$ cat src/rtl/gomba_manager.sv
// Goomba slot pool: spawn, per-frame motion sweep (one slot per cycle), stomp/squash timeout, pixel hit test.
// Optional feature macro GOMBA_SCORE_EN adds a saturating 16-bit stomp score output.
module gomba_manager #(
  parameter int NUM_SLOTS     = 4,
  parameter int SIZE          = 32,
  parameter int X_MIN         = 0,
  parameter int X_MAX         = 639,
  parameter int STEP          = 1,
  parameter int SQUASH_FRAMES = 30
) (
  input  logic       Clk,
  input  logic       Reset,
  input  logic       frame_clk,
  input  logic [9:0] DrawX,
  input  logic [9:0] DrawY,
  input  logic       spawn_req,
  input  logic [9:0] spawn_x,
  input  logic [9:0] spawn_y,
  input  logic       spawn_dir,
  output logic       spawn_ack,
  output logic       spawn_full,
  input  logic       stomp_valid,
  input  logic [2:0] stomp_slot,
  output logic       Is_Gomba,
  output logic [2:0] gomba_id,
  output logic       gomba_squashed,
  output logic [3:0] active_count,
`ifdef GOMBA_SCORE_EN
  output logic [15:0] score,
`endif
  output logic       busy
);
  localparam int SW = 3;
  localparam int CW = (SQUASH_FRAMES > 1) ? $clog2(SQUASH_FRAMES) : 1;
  localparam logic [10:0] X_RIGHT = 11'(X_MAX - SIZE + 1);
  localparam logic [10:0] X_LEFT  = 11'(X_MIN + STEP);
  localparam logic [10:0] STEP_W  = 11'(STEP);
  localparam logic [10:0] SIZE_W  = 11'(SIZE);

  typedef enum logic {S_IDLE, S_SWEEP} state_t;

  state_t               state_q, state_d;
  logic [SW-1:0]        idx_q, idx_d;
  logic                 fc_meta_q, fc_meta_d, fc_sync_q, fc_sync_d, tick_q, tick_d;
  logic [NUM_SLOTS-1:0] active_q, active_d, squash_q, squash_d, dir_q, dir_d;
  logic [9:0]           x_q [NUM_SLOTS];
  logic [9:0]           x_d [NUM_SLOTS];
  logic [9:0]           y_q [NUM_SLOTS];
  logic [9:0]           y_d [NUM_SLOTS];
  logic [CW-1:0]        cnt_q [NUM_SLOTS];
  logic [CW-1:0]        cnt_d [NUM_SLOTS];
  logic                 ack_q, ack_d, full_q, full_d;
  logic [3:0]           count_q, count_d;
  logic                 free_found, spawn_go;
  logic [SW-1:0]        free_idx;
  logic [NUM_SLOTS-1:0] hit_vec;
`ifdef GOMBA_SCORE_EN
  logic                 stomp_ok;
  logic [15:0]          score_q, score_d;
`endif

  always_comb begin
    fc_meta_d = frame_clk;
    fc_sync_d = fc_meta_q;
    tick_d    = fc_meta_q & ~fc_sync_q;
    state_d   = state_q;
    idx_d     = idx_q;
    active_d  = active_q;
    squash_d  = squash_q;
    dir_d     = dir_q;
    x_d       = x_q;
    y_d       = y_q;
    cnt_d     = cnt_q;
    count_d   = '0;
`ifdef GOMBA_SCORE_EN
    stomp_ok  = 1'b0;
    score_d   = score_q;
`endif
    free_found = 1'b0;
    free_idx   = '0;
    for (int i = NUM_SLOTS - 1; i >= 0; i--) begin
      if (!active_q[i]) begin
        free_found = 1'b1;
        free_idx   = SW'(i);
      end
    end
    // The ack/full guard keeps a still-held request from being served twice.
    spawn_go = (state_q == S_IDLE) && !tick_q && spawn_req && !ack_q && !full_q;
    ack_d    = spawn_go && free_found;
    full_d   = spawn_go && !free_found;

    case (state_q)
      S_IDLE: begin
        if (tick_q) begin
          state_d = S_SWEEP;
          idx_d   = '0;
        end
      end
      S_SWEEP: begin
        if (idx_q == SW'(NUM_SLOTS - 1)) state_d = S_IDLE;
        else idx_d = idx_q + 1'b1;
      end
      default: state_d = S_IDLE;
    endcase

    for (int i = 0; i < NUM_SLOTS; i++) begin
      count_d = count_d + 4'(active_q[i]);
      // A spawn only targets a free slot, so it can never meet an accepted stomp.
      if (ack_d && free_idx == SW'(i)) begin
        active_d[i] = 1'b1;
        squash_d[i] = 1'b0;
        dir_d[i]    = spawn_dir;
        x_d[i]      = spawn_x;
        y_d[i]      = spawn_y;
        cnt_d[i]    = '0;
      end else if (stomp_valid && stomp_slot == SW'(i) && active_q[i] && !squash_q[i]) begin
        squash_d[i] = 1'b1;
        cnt_d[i]    = '0;
`ifdef GOMBA_SCORE_EN
        stomp_ok    = 1'b1;
`endif
      end else if (state_q == S_SWEEP && idx_q == SW'(i) && active_q[i]) begin
        if (squash_q[i]) begin
          if (cnt_q[i] == CW'(SQUASH_FRAMES - 1)) begin
            active_d[i] = 1'b0;
            squash_d[i] = 1'b0;
            cnt_d[i]    = '0;
          end else begin
            cnt_d[i] = cnt_q[i] + 1'b1;
          end
        end else if (dir_q[i]) begin
          if ({1'b0, x_q[i]} + STEP_W > X_RIGHT) dir_d[i] = 1'b0;
          else x_d[i] = x_q[i] + STEP_W[9:0];
        end else begin
          if ({1'b0, x_q[i]} < X_LEFT) dir_d[i] = 1'b1;
          else x_d[i] = x_q[i] - STEP_W[9:0];
        end
      end
    end
`ifdef GOMBA_SCORE_EN
    if (stomp_ok) score_d = (score_q > 16'd65435) ? 16'hFFFF : score_q + 16'd100;
`endif
  end

  always_ff @(posedge Clk) begin
    if (Reset) begin
      state_q   <= S_IDLE;
      idx_q     <= '0;
      fc_meta_q <= 1'b0;
      fc_sync_q <= 1'b0;
      tick_q    <= 1'b0;
      active_q  <= '0;
      squash_q  <= '0;
      dir_q     <= '0;
      x_q       <= '{default: '0};
      y_q       <= '{default: '0};
      cnt_q     <= '{default: '0};
      ack_q     <= 1'b0;
      full_q    <= 1'b0;
      count_q   <= '0;
`ifdef GOMBA_SCORE_EN
      score_q   <= '0;
`endif
    end else begin
      state_q   <= state_d;
      idx_q     <= idx_d;
      fc_meta_q <= fc_meta_d;
      fc_sync_q <= fc_sync_d;
      tick_q    <= tick_d;
      active_q  <= active_d;
      squash_q  <= squash_d;
      dir_q     <= dir_d;
      x_q       <= x_d;
      y_q       <= y_d;
      cnt_q     <= cnt_d;
      ack_q     <= ack_d;
      full_q    <= full_d;
      count_q   <= count_d;
`ifdef GOMBA_SCORE_EN
      score_q   <= score_d;
`endif
    end
  end

  for (genvar gi = 0; gi < NUM_SLOTS; gi++) begin : g_hit
    assign hit_vec[gi] = active_q[gi]
      && ({1'b0, DrawX} >= {1'b0, x_q[gi]}) && ({1'b0, DrawX} < {1'b0, x_q[gi]} + SIZE_W)
      && ({1'b0, DrawY} >= {1'b0, y_q[gi]}) && ({1'b0, DrawY} < {1'b0, y_q[gi]} + SIZE_W);
  end

  always_comb begin
    Is_Gomba       = |hit_vec;
    gomba_id       = '0;
    gomba_squashed = 1'b0;
    for (int i = NUM_SLOTS - 1; i >= 0; i--) begin
      if (hit_vec[i]) begin
        gomba_id       = SW'(i);
        gomba_squashed = squash_q[i];
      end
    end
  end

  assign spawn_ack    = ack_q;
  assign spawn_full   = full_q;
  assign active_count = count_q;
  assign busy         = (state_q == S_SWEEP);
`ifdef GOMBA_SCORE_EN
  assign score        = score_q;
`endif
endmodule

$ cat config.mk
export PLATFORM = sky130hd
export DESIGN_NAME = gomba_manager
export DESIGN_NICKNAME = d
export VERILOG_FILES = /design/src/rtl/gomba_manager.sv
export SDC_FILE = /design/constraint.sdc
export NUM_CORES = 1
export LEC_CHECK = 0
export ABC_AREA = 1
export CAP_MARGIN = 25
export CORE_ASPECT_RATIO = 1.75
export CORE_MARGIN = 4
export CORE_UTILIZATION = 34
export CTS_BUF_LIST = sky130_fd_sc_hd__clkbuf_4
export DETAILED_ROUTE_END_ITERATION = 8
export SKIP_LAST_GASP = 1
export SYNTH_ARGS = -nofsm -noshare
export SYNTH_HDL_FRONTEND = slang
export SYNTH_SLANG_ARGS = --single-unit
$ cat constraint.sdc
create_clock -name Clk -period 3.5 [get_ports Clk]
set_input_delay 0.7 -clock Clk [delete_from_list [all_inputs] [get_ports Clk]]
set_output_delay 0.7 -clock Clk [all_outputs]
set_load 0.01 [all_outputs]
Word-level counts from Yosys, hierarchy flattened:

Index checks and enable logic that the tools add are counted.

* bits in registers: 125
* bits of input ports: 49
* output and inout port bits: 12

* add/subtract/negate cells: 28
* order comparisons: 24
* equal/unequal tests: 31
* muxes and demuxes: 118
* bitwise logic cells: 3
* reduce and logical (&&, ||, !) cells: 99

Operator list (count)
* 10-bit 2-to-1 mux: 28
* 10-bit by 6-bit adder with 11-bit output, second input constant: 8
* 10-bit by 11-bit < comparator with 1-bit output: 8
* 10-bit >= comparator: 8
* 1-bit 2-to-1 mux: 74
* 1-bit logical AND: 46
* 10-bit by 1-bit adder with 11-bit output, second input constant: 4
* 11-bit by 10-bit greater-than comparator with 1-bit output, second input constant: 4
* 10-bit by 1-bit adder with 10-bit output, second input constant: 4
* 10-bit by 1-bit < comparator with 1-bit output, second input constant: 4
* 10-bit by 1-bit subtractor with 10-bit output, second input constant: 4
* 2-bit nonzero test: 16
* 3-bit inequality test, second input constant: 8
* 5-bit by 1-bit adder with 5-bit output, second input constant: 4
* 5-bit equality test, second input constant: 4
* 5-bit 2-to-1 mux: 4
* 5-bit AND reduction: 4
* 3-bit by 2-bit equality test with 1-bit output, second input constant: 6
* 3-bit 2-to-1 mux: 6
* 4-bit AND reduction: 4
* 2-bit inequality test, second input constant: 6
* 3-bit AND reduction: 4
* 3-bit OR reduction: 4
* 2-bit AND reduction: 5
* 15 further kinds: 36

Longest topological paths before layout:

Gate-level depths: netlist of run 1.

* depth in word-level cells: 9
* mapped depth: 17

Worst setup path before layout of run 1:

OpenSTA, ideal clock, no wires.

* path type: register to output
* start point: reg x_q[6] in the netlist's numbering
* end point: out gomba_id[1]
* data arrival time: 2101 ps
* slack: 699 ps
* stages on the path, launching flop included: 14
* buffers on the path: 0
* path through: dfxtp_1 -> ha_1 -> nand3_1 -> xor2_1 -> ha_1 -> a21oi_1 -> nand2_1 -> a21oi_1 -> nand2_1 -> inv_1 -> nand3_1 -> o21ai_0 -> inv_1 -> nor3_1

* longest elaborated chain between the ends: 9
* elaborated cells on any way between the ends: 11
* classes of those cells: add/sub: 1; order compare: 2; mux: 4; reduce/logical: 4

Ends and longest elaborated chain
* start, declared: line 46 `logic [9:0] x_q [NUM_SLOTS];`
* start signal, assigned: line 155 `x_q <= '{default: '0};`
* start signal, assigned: line 173 `x_q <= x_d;`
* 10-bit by 6-bit adder with 11-bit output or 10-bit >= comparator (tied branches): line 187 `&& ({1'b0, DrawX} >= {1'b0, x_q[gi]}) && ({1'b0, DrawX} < {1'b0, x_q[gi]} + SIZE_W)`
* 10-bit by 11-bit < comparator with 1-bit output or 1-bit logical AND (tied branches): line 187
* 1-bit logical AND (*): line 187
* 1-bit logical AND (*) (2 in a row): line 188 `&& ({1'b0, DrawY} >= {1'b0, y_q[gi]}) && ({1'b0, DrawY} < {1'b0, y_q[gi]} + SIZE_W);`
* 2-bit 2-to-1 mux (*): line 196 `if (hit_vec[i]) begin`
* 3-bit 2-to-1 mux (*) (3 in a row): line 196
* end, declared: line 25 `output logic [2:0] gomba_id,`

Every way passes the cells marked *; elsewhere a longest branch is shown, timed or not.

Worst setup path in the final report of run 1:

* start point: in DrawY[8]
* end point: out gomba_squashed

* longest elaborated chain between the ends: 7
* elaborated cells on any way between the ends: 20
* classes of those cells: order compare: 8; mux: 4; reduce/logical: 8

Ends and longest elaborated chain
* start, declared: line 15 `input logic [9:0] DrawY,`
* 10-bit >= comparator: line 188
* 1-bit logical AND (2 in a row): line 188
* 1-bit 2-to-1 mux (3 in a row): line 196
* 1-bit 2-to-1 mux (*): line 196
* end, declared: line 26 `output logic gomba_squashed,`

Marks and branches as above.

==> reports/results.tsv, run 1 <==
metric	value	unit
crit_top_cell	nand2_1	
synth_cell_type_count	55	
yosysMostFrequentCell	nand2_1	
synth_fa_ha_area_frac	0.173	
layout_setup_ws	-64.2	ps
cts_num_sinks	124	
num_rows	89	
grt_max_degree	41	
rsz0062_at_grt	true	
cts_buffers	17	
place_inst	2408	
via_per_inst	5.08	
dp_hpwl	31200	um
design_power_total	0.00403	W
leakage	6.52	nW
slew_headroom	0.530	
first_global_vias	12400	
cpPeakStageDelay	390	ps
crit_fanout	6	
final_cells	2453	
synthTopCellsByCount	nand2_1, nor2_1, inv_1, ha_1, nand3_1	
finalCritPeriodShare	1.02	
clock_path_buffers	2	
clock.fmax	281	MHz
grt_first_pass_wirelength	62300	um
post_synth.cell_area_avg	6.39	um2
syn_to_final_growth	22.9	%
initial_core_util	0.345	
synth_top_area_cell	dfxtp_1	
path_cells	clkdlybuf4s50_1, buf_4, buf_4, ha_1, a21o_1, nand3_1, nand2_1, buf_4, nor2_1, nand2_1, nor2_1, nand3_1, nand2_1, inv_1, nand2_1, nand2_1, buf_2	
drc	0	
nNetsFinal	2193	
synth_edf_count	0	
drt-total-wl	39800	um
ys_seq_area_frac	0.213	
wl_met3	1320	um
synthSimpleGateAreaFrac	0.328	
arrival	2860	ps
die-area	37400	um2
wl_met1	14800	um
yosys_register_bits	124	
die_w	148	um
cp_num_buf_inv	6	
status	finished, violations left	
critPathTopFamily	buffers and inverters	
cts_tree	built	
ir_worst_vdd	0.180	mV
design.core.area	33700	um2
wl_met2	21200	um
worst-endpoint-required	2800	ps
antenna_found_initial	1	
ios	61	
synth_compound_area_frac	0.144	
clk_pin_slew	110	ps
numPortBuffers	58	
synth_xor_area_frac	0.0384	
synth_area	11600	um2
finalCriticalPeriod	3560	ps
netlist_top_cells_area	dfxtp_1, ha_1, nand2_1	
dr.pass1.iters	5	
finClkSkew	34.6	ps
critical_path.endpoint_type	output pin	
die_h	253	um
violations	setup timing	
wire_per_inst	16.2	um
powerDensity	282	nW/um2
clock_latency	630	ps
critPathKind	in2out	
gp_congestion	0.940	
yosys_warnings	0	
ctsHoldBuffers	0	
drt_iter0_drc	449	
clock_tree.htree_level_count	4	
grtUsageTotal	0.211	
synth_top_area_share	0.213	
synthMuxAreaShare	0.000859	
setup_violations	4	
drive_above_1_share	0.153	
grt-ovfl-total	0	
drv_slew	0	
synthArstFlopShare	0	
vias	12500	
holdCritPathClass	reg2reg	
drtAntennaViolNets	0	
cp_slowest_cell	clkdlybuf4s50_1	
routed.top_layer	met4	
syn-instance-count	1822	
hold_violations	0	
drv_cap	0	
cts_root_buf	clkbuf_4	
synth_top_family_by_area	simple AND/OR/NAND/NOR gates	
ys.flop_type	dfxtp_1	
startpoint_type	input pin	
worst_slew_pin_slew	703	ps
[where the power goes]
group          switching (W)  internal, W  total [W]
Sequential         0.0000640      0.00147    0.00153
Combinational       0.000896     0.000601    0.00150
Clock               0.000657     0.000349    0.00101
[metal layers]
layer / global-route usage / up-vias
met2: 0.411 / 292
met5: 0 / -
li1: - / 6312
met4: 0.126 / 0
met3: 0.0303 / 112
met1: 0.207 / 5757
[registers in the layout, indices dropped and copies added, names as in the netlist, 3 cells and up]
name,cells
idx_q,3
cnt_q,20
active_count,3
y_q,40
x_q,40
dir_q,4
active_q,4
squash_q,4
[logic make-up (layout without fill, tap and decap cells)]
| group | count (synthesis) | count (layout) |
|---|---|---|
| other | 1 | 3 |
| XOR/XNOR | 51 | 51 |
| buffers and inverters | 286 | 460 |
| AO/OA/AOI/OAI | 311 | 311 |
| adder cells (fa/ha/maj) | 160 | 160 |
| flip-flops | 124 | 124 |
| multiplexers | 1 | 1 |
| AND/OR/NAND/NOR | 888 | 888 |
[worst paths after layout]
check                           startpoint             end  slack, ps  cells after the start
worst max register to register     x_q[20]         x_q[28]       1050                     14
worst min register to register   fc_sync_q          tick_q        400                      1
worst min-delay path             fc_sync_q          tick_q        400                      1
worst max-delay path              DrawY[8]  gomba_squashed        -60                     17
[layout make-up]
| class | count | area, um2 |
|---|---|---|
| flip-flops and latches | 124 | 2520 |
| multi-input cells | 1413 | 8370 |
| fillers | 3593 | 19400 |
| clock buffers | 17 | 128 |
| clock inverters | 15 | 124 |
| well taps | 455 | 569 |
| repair buffers | 207 | 1760 |
| diodes | 1 | 2.50 |
| inverters | 221 | 840 |
[through the flow]
step	worst slack, ps	util	area, um2	setup TNS [ps]	hold slack (ps)
final	-64.2	0.424	14300	-109	397
after global routing	-226	0.424	14300	-783	420
after detailed placement	-687	0.400	13500	-2520	386
after CTS	-98.3	0.418	14100	-308	403
after floorplan	699	-	11600	0	373
after global placement	-656	0.400	13500	-2460	376
[cell usage in the layout, fill, tap and decap left out, types with 5 or more instances in the layout]
master,netlist,routed
nand3b_1,13,13
nor3_1,21,18
o22ai_1,6,6
dlygate4sd2_1,0,5
dfxtp_4,0,8
clkdlybuf4s50_1,0,43
nand2_4,4,5
clkbuf_4,1,17
dfxtp_2,0,9
o21ai_0,114,111
dlymetal6s2s_1,0,6
inv_1,211,198
nand2_1,421,414
nor2_2,2,11
inv_2,5,17
nand4_1,32,32
xnor2_1,11,11
nor2_4,2,10
ha_1,159,147
o211ai_1,5,5
dfxtp_1,124,107
o21ai_1,6,8
nor3b_1,6,6
buf_6,8,5
a21oi_2,2,9
a21oi_1,145,138
clkinv_1,4,5
nand2_2,1,7
nand3_1,154,145
xor2_1,40,38
nand3_2,2,7
a31oi_1,6,6
ha_4,0,12
a21o_1,8,8
nor2_1,218,201
buf_4,4,140
[timing repair]
| action | CTS | global route |
|---|---|---|
| resized for setup | 109 | 45 |
| setup buffers | 7 | 6 |
| setup endpoints to repair | 4 | 4 |
| pin swaps | 33 | 24 |
| cloned | 0 | 0 |
Power figures use the tool's default switching activity.
==> run 2: changes to the inputs <==
CTS_CLUSTER_SIZE = 28   (was unset)
PLACE_DENSITY = 0.56   (was unset)
==> run 2 against run 1 <==
Compared with the run above:
- the flow still finishes with violations (setup timing)
- largest cell class unchanged
- worst setup slack lost 64 ps
- flip-flop and latch count unchanged
- cell area increased by 0.24%
- combinational power hardly changed
- clock power grew 22%
- critical endpoint is now gomba_id[1]
==> reports/results.tsv, run 2 (same netlist as run 1, synthesis figures left out) <==
metric	value	unit	change
status	finished, violations left		unchanged
violations	setup timing		unchanged
vias	12400		was 12500
first_global_vias	12100		was 12400
critPathTopFamily	simple AND/OR/NAND/NOR gates		was buffers and inverters
via_per_inst	5.03		was 5.08
grt_first_pass_wirelength	62300	um	about the same
die-area	37400	um2	unchanged
gp_congestion	0.889		was 0.940
ctsHoldBuffers	0		unchanged
worst-endpoint-required	2800	ps	about the same
num_rows	89		unchanged
finalCritPeriodShare	1.04		was 1.02
powerDensity	297	nW/um2	was 282 nW/um2
holdCritPathClass	reg2reg		unchanged
clock.fmax	276	MHz	was 281 MHz
slew_headroom	0.534		was 0.530
cp_slowest_cell	dfxtp_4		was clkdlybuf4s50_1
numPortBuffers	58		unchanged
clock_path_buffers	2		unchanged
drc	0		unchanged
ir_worst_vdd	0.200	mV	was 0.180 mV
cts_tree	built		unchanged
placed_area	13600	um2	was 13500 um2
design.core.area	33700	um2	unchanged
cpPeakStageDelay	400	ps	was 390 ps
critPathKind	reg2out		was in2out
crit_fanout	3		was 6
initial_core_util	0.345		unchanged
drt_iter0_drc	505		was 449
antenna_found_initial	1		unchanged
drive_above_1_share	0.147		was 0.153
cts_root_buf	clkbuf_4		unchanged
mostFrequentLayoutCell	nand2_1		unchanged
finalCriticalPeriod	3630	ps	was 3560 ps
die_w	148	um	unchanged
drv_slew	0		unchanged
arrival	2930	ps	was 2860 ps
syn_to_final_growth	23.2	%	was 22.9%
finClkSkew	23.9	ps	was 34.6 ps
reg.largest.list	x_q (40), y_q (40), cnt_q (20)		unchanged
worst_slew_pin_slew	697	ps	was 703 ps
post-route-cell-area	14300	um2	about the same
startpoint_type	register		was input pin
startpoint	x_q[5]		was DrawY[8]
grt-ovfl-total	0		unchanged
drt-total-wl	39700	um	was 39800 um
wire_per_inst	16.1	um	was 16.2 um
path_cells	ha_4, nand3_4, xor2_1, ha_1, a21oi_2, nand2_2, a21oi_2, nand2_1, inv_2, nand3_4, o21ai_2, inv_2, nor3_4, buf_2		was clkdlybuf4s50_1, buf_4, buf_4, ha_1, a21o_1, nand3_1, nand2_1, buf_4, nor2_1, nand2_1, nor2_1, nand3_1, nand2_1, inv_1, nand2_1, nand2_1, buf_2
drv_cap	0		unchanged
rsz0062_at_grt	true		unchanged
leakage	6.53	nW	was 6.52 nW
nNetsFinal	2198		was 2193
clk_pin_slew	130	ps	was 110 ps
critPathCapture	gomba_id[1]		was gomba_squashed
fin_tns_setup	-280	ps	was -109 ps
drtAntennaViolNets	0		unchanged
die_h	253	um	unchanged
crit_cells	14		was 17
cts_num_sinks	124		unchanged
r2r-end	x_q[23]		was x_q[28]
rr_worst_depth	12		was 14
setup_violations	4		unchanged
ios	61		unchanged
clock_tree.htree_level_count	4		unchanged
layout_common_cells	nand2_1, nor2_1, inv_1		unchanged
dr.pass1.iters	5		unchanged
dp_hpwl	31800	um	was 31200 um
grt_max_degree	67		was 41
cp_num_buf_inv	3		was 6
clock_latency	630	ps	about the same
reg2reg_from	x_q[20]		unchanged
hold_violations	0		unchanged
layout_setup_ws	-128	ps	was -64.2 ps
r2r_slack	930	ps	was 1050 ps
cts_buffers	17		unchanged
critical_path.endpoint_type	output pin		unchanged
grtUsageTotal	0.212		was 0.211
run 2: final cells by class:
type,count,area (um2)
antenna,4,10.0
clock buffer,17,128
clock inverter,15,201
fill,3634,19400
inverter,221,835
multi-input combinational,1413,8310
sequential,124,2520
tap,455,569
timing repair buffer,212,1770
run 2: through the flow:
step | hold slack [ps] | total power (W) | setup WS, ps | utilization | instances
4_1_cts | 407 | 0.00431 | -204 | 0.422 | 2457
3_3_place_gp | 377 | 0.00297 | -778 | 0.402 | 2417
6_report | 400 | 0.00426 | -128 | 0.425 | 2461
2_1_floorplan | 373 | 0.00246 | 699 | - | 1823
5_1_grt | 432 | 0.00455 | -288 | 0.425 | 2461
3_5_place_dp | 389 | 0.00299 | -755 | 0.402 | 2417
run 2: repair_timing:
item,in CTS,in global routing
gates cloned,0,0
endpoints found under the hold margin,0,0
setup buffers,8,0
endpoints found under the setup margin,4,4
gates resized for setup,100,29
pin swaps,39,29
run 2: how the worst min path moves through the flow:
stage / startpoint / endpoint / cells past startpoint
after global placement: fc_sync_q / tick_q / 1
final: fc_sync_q / tick_q / 1
after global routing: fc_sync_q / tick_q / 1
after floorplan: fc_sync_q / tick_q / 1
after CTS: fc_sync_q / tick_q / 1
after detailed placement: fc_sync_q / tick_q / 1
run 2: metal layers:
layer,vias to the layer above,routed length [um],global-route usage
li1,6331,-,-
met5,-,0,0
met3,94,1320,0.0297
met1,5685,14800,0.214
met4,0,2120,0.106
met2,263,21400,0.417
run 2: power by group:
group	total, W	switching, W	internal, W
Sequential	0.00152	0.0000560	0.00147
Clock	0.00123	0.000710	0.000525
Combinational	0.00150	0.000895	0.000607
Total	0.00426	0.00166	0.00260
==> run 3: changes to the inputs <==
MAX_ROUTING_LAYER = met4   (was unset)
clock period = 3.6 ns   (was 3.5 ns; I/O delays follow)
==> run 3 against run 2 <==
Compared with the run above:
- the run still ends with setup timing left
- register-to-register slack gained 180 ps
- worst hold slack lost 2.5 ps
- final cell count shrank 0.65%
- combinational power shrank 4%
- die area is the same
- first-iteration DRC count shrank 0.40%
- clock power shrank 12%
- via count is essentially flat
- flip-flop and latch count is the same
- largest cell class unchanged
==> reports/results.tsv, run 3 (same netlist as run 1, synthesis figures left out) <==
metric	value	unit	change
status	finished, violations left		unchanged
violations	setup timing		unchanged
initial_core_util	0.345		unchanged
antenna_found_initial	1		unchanged
num_rows	89		unchanged
powerDensity	281	nW/um2	was 297 nW/um2
clk_pin_slew	110	ps	was 130 ps
crit_fanout	5		was 3
setup_violations	1		was 4
syn_to_final_growth	22.4	%	was 23.2%
drive_above_1_share	0.145		was 0.147
vias	12400		about the same
cts_num_sinks	124		unchanged
first_global_vias	12100		about the same
seq_power_share	0.370		was 0.358
arrival	2930	ps	about the same
clock.fmax	274	MHz	
drt-total-wl	40100	um	was 39700 um
ir_worst_vdd	0.208	mV	was 0.200 mV
final_cells	2445		was 2461
dr.pass1.iters	7		was 5
mostFrequentLayoutCell	nand2_1		unchanged
cts_tree	built		unchanged
die-area	37400	um2	unchanged
worst_slew_pin_slew	976	ps	was 697 ps
finalCriticalPeriod	3650	ps	
swShare	0.382		was 0.390
grtUsageTotal	0.219		was 0.212
grt-ovfl-total	0		unchanged
cts_root_buf	clkbuf_4		unchanged
clock_latency	630	ps	about the same
gp_congestion	0.915		was 0.889
die_w	148	um	unchanged
holdCritPathClass	reg2reg		unchanged
clkPwrFrac	0.271		was 0.290
startpoint_type	input pin		was register
rsz0062_at_grt	true		unchanged
slew_headroom	0.346		was 0.534
drc	0		unchanged
place_inst	2399		was 2417
design.core.area	33700	um2	unchanged
drt_iter0_drc	503		was 505
via_per_inst	5.06		was 5.03
fin_tns_setup	-46.6	ps	was -280 ps
clock_tree.htree_level_count	4		unchanged
ios	61		unchanged
drv_cap	0		unchanged
drtAntennaViolNets	0		unchanged
numPortBuffers	58		unchanged
clock_path_buffers	2		unchanged
grt_first_pass_wirelength	62500	um	was 62300 um
reg.largest.list	x_q (40), y_q (40), cnt_q (20)		unchanged
layout_setup_ws	-46.6	ps	was -128 ps
leakage	6.47	nW	was 6.53 nW
grt_max_degree	54		was 67
dp_hpwl	31900	um	was 31800 um
layout_common_cells	nand2_1, nor2_1, inv_1		unchanged
critical_path.endpoint_type	output pin		unchanged
die_h	253	um	unchanged
dpl_worst_slack	-634	ps	was -755 ps
critPathKind	in2out		was reg2out
worst-endpoint-required	2880	ps	was 2800 ps
p_switching	0.00153	W	was 0.00166 W
drv_slew	0		unchanged
wire_per_inst	16.4	um	was 16.1 um
internal_power	0.00248	W	was 0.00260 W
finalCritPeriodShare	1.01		
power.share.combinational	0.359		was 0.353
nNetsFinal	2186		was 2198
cts_buffers	17		unchanged
finClkSkew	36.3	ps	was 23.9 ps
hold_violations	0		unchanged
run 3: changes by cell type in the layout (fill, tap and decap cells not counted), sizes merged:
| cell | change |
|---|---|
| diode | -3 |
| inv | -7 |
| buf | -12 |
| clkdlybuf4s50 | -3 |
| clkinvlp | +4 |
| clkinv | +1 |
| dlygate4sd2 | +1 |
| dlymetal6s2s | +2 |
| clkbuf | +1 |
run 3: per-layer routing:
metal | up-vias | global-route usage | part of all wire | wire [um]
met5 | - | - | 0 | 0
met4 | 0 | 0.107 | 0.054 | 2160
met3 | 109 | 0.0299 | 0.030 | 1200
met2 | 255 | 0.419 | 0.54 | 21700
met1 | 5711 | 0.213 | 0.38 | 15100
li1 | 6300 | - | - | -
run 3: area by class of cell:
class | count | area (um2)
Tap cell | 455 | 569
Fill cell | 3592 | 19500
Antenna cell | 1 | 2.50
Clock buffer | 18 | 135
Multi-Input combinational cell | 1413 | 8370
Clock inverter | 13 | 150
Sequential cell | 124 | 2520
Inverter | 221 | 838
Timing Repair Buffer | 200 | 1670
run 3: worst paths after layout:
path	from	depth (start not counted)	slack, ps	end
min reg2reg	fc_sync_q	1	400	tick_q
min	fc_sync_q	1	400	tick_q
max	DrawY[6]	17	-50	gomba_squashed
max reg2reg	active_q[0]	10	1110	x_q[33]
run 3: power groups by stage:
stage / Sequential, W / Clock (W) / Combinational (W)
6_report: 0.00148 / 0.00108 / 0.00144
4_1_cts: 0.00148 / 0.00112 / 0.00140
3_3_place_gp: 0.00151 / 0 / 0.00136
2_1_floorplan: 0.00150 / 0 / 0.000894
5_1_grt: 0.00149 / 0.00117 / 0.00162
3_5_place_dp: 0.00151 / 0 / 0.00137
run 3: what timing repair did:
action                                  CTS  global route
pin swaps                                29            32
hold buffers                              0             0
resized for setup                        83            60
endpoints found under the setup margin    4             4
setup buffers                             8             7
run 3: worst max-delay path: stages:
cell             delay, ps
clkdlybuf4s50_1        390
buf_4                  170
ha_1                   270
nand2_1                 40
nor2_1                 200
nand3_1                110
nand3_1                130
nand2_1                 80
inv_2                   70
nand3_4                 90
buf_6                  130
nor2_4                 120
nand3_1                 80
nand2_1                 80
nand2_1                 60
nand2_2                 90
buf_6                  100
run 3: per-stage QoR:
step           hold slack, ps   util  power (W)  instance area, um2
6_report                  397  0.423    0.00400               14300
3_5_place_dp              395  0.397    0.00288               13400
3_3_place_gp              377  0.397    0.00287               13400
2_1_floorplan             373      -    0.00239               11600
4_1_cts                   404  0.413    0.00400               13900
5_1_grt                   431  0.423    0.00428               14300
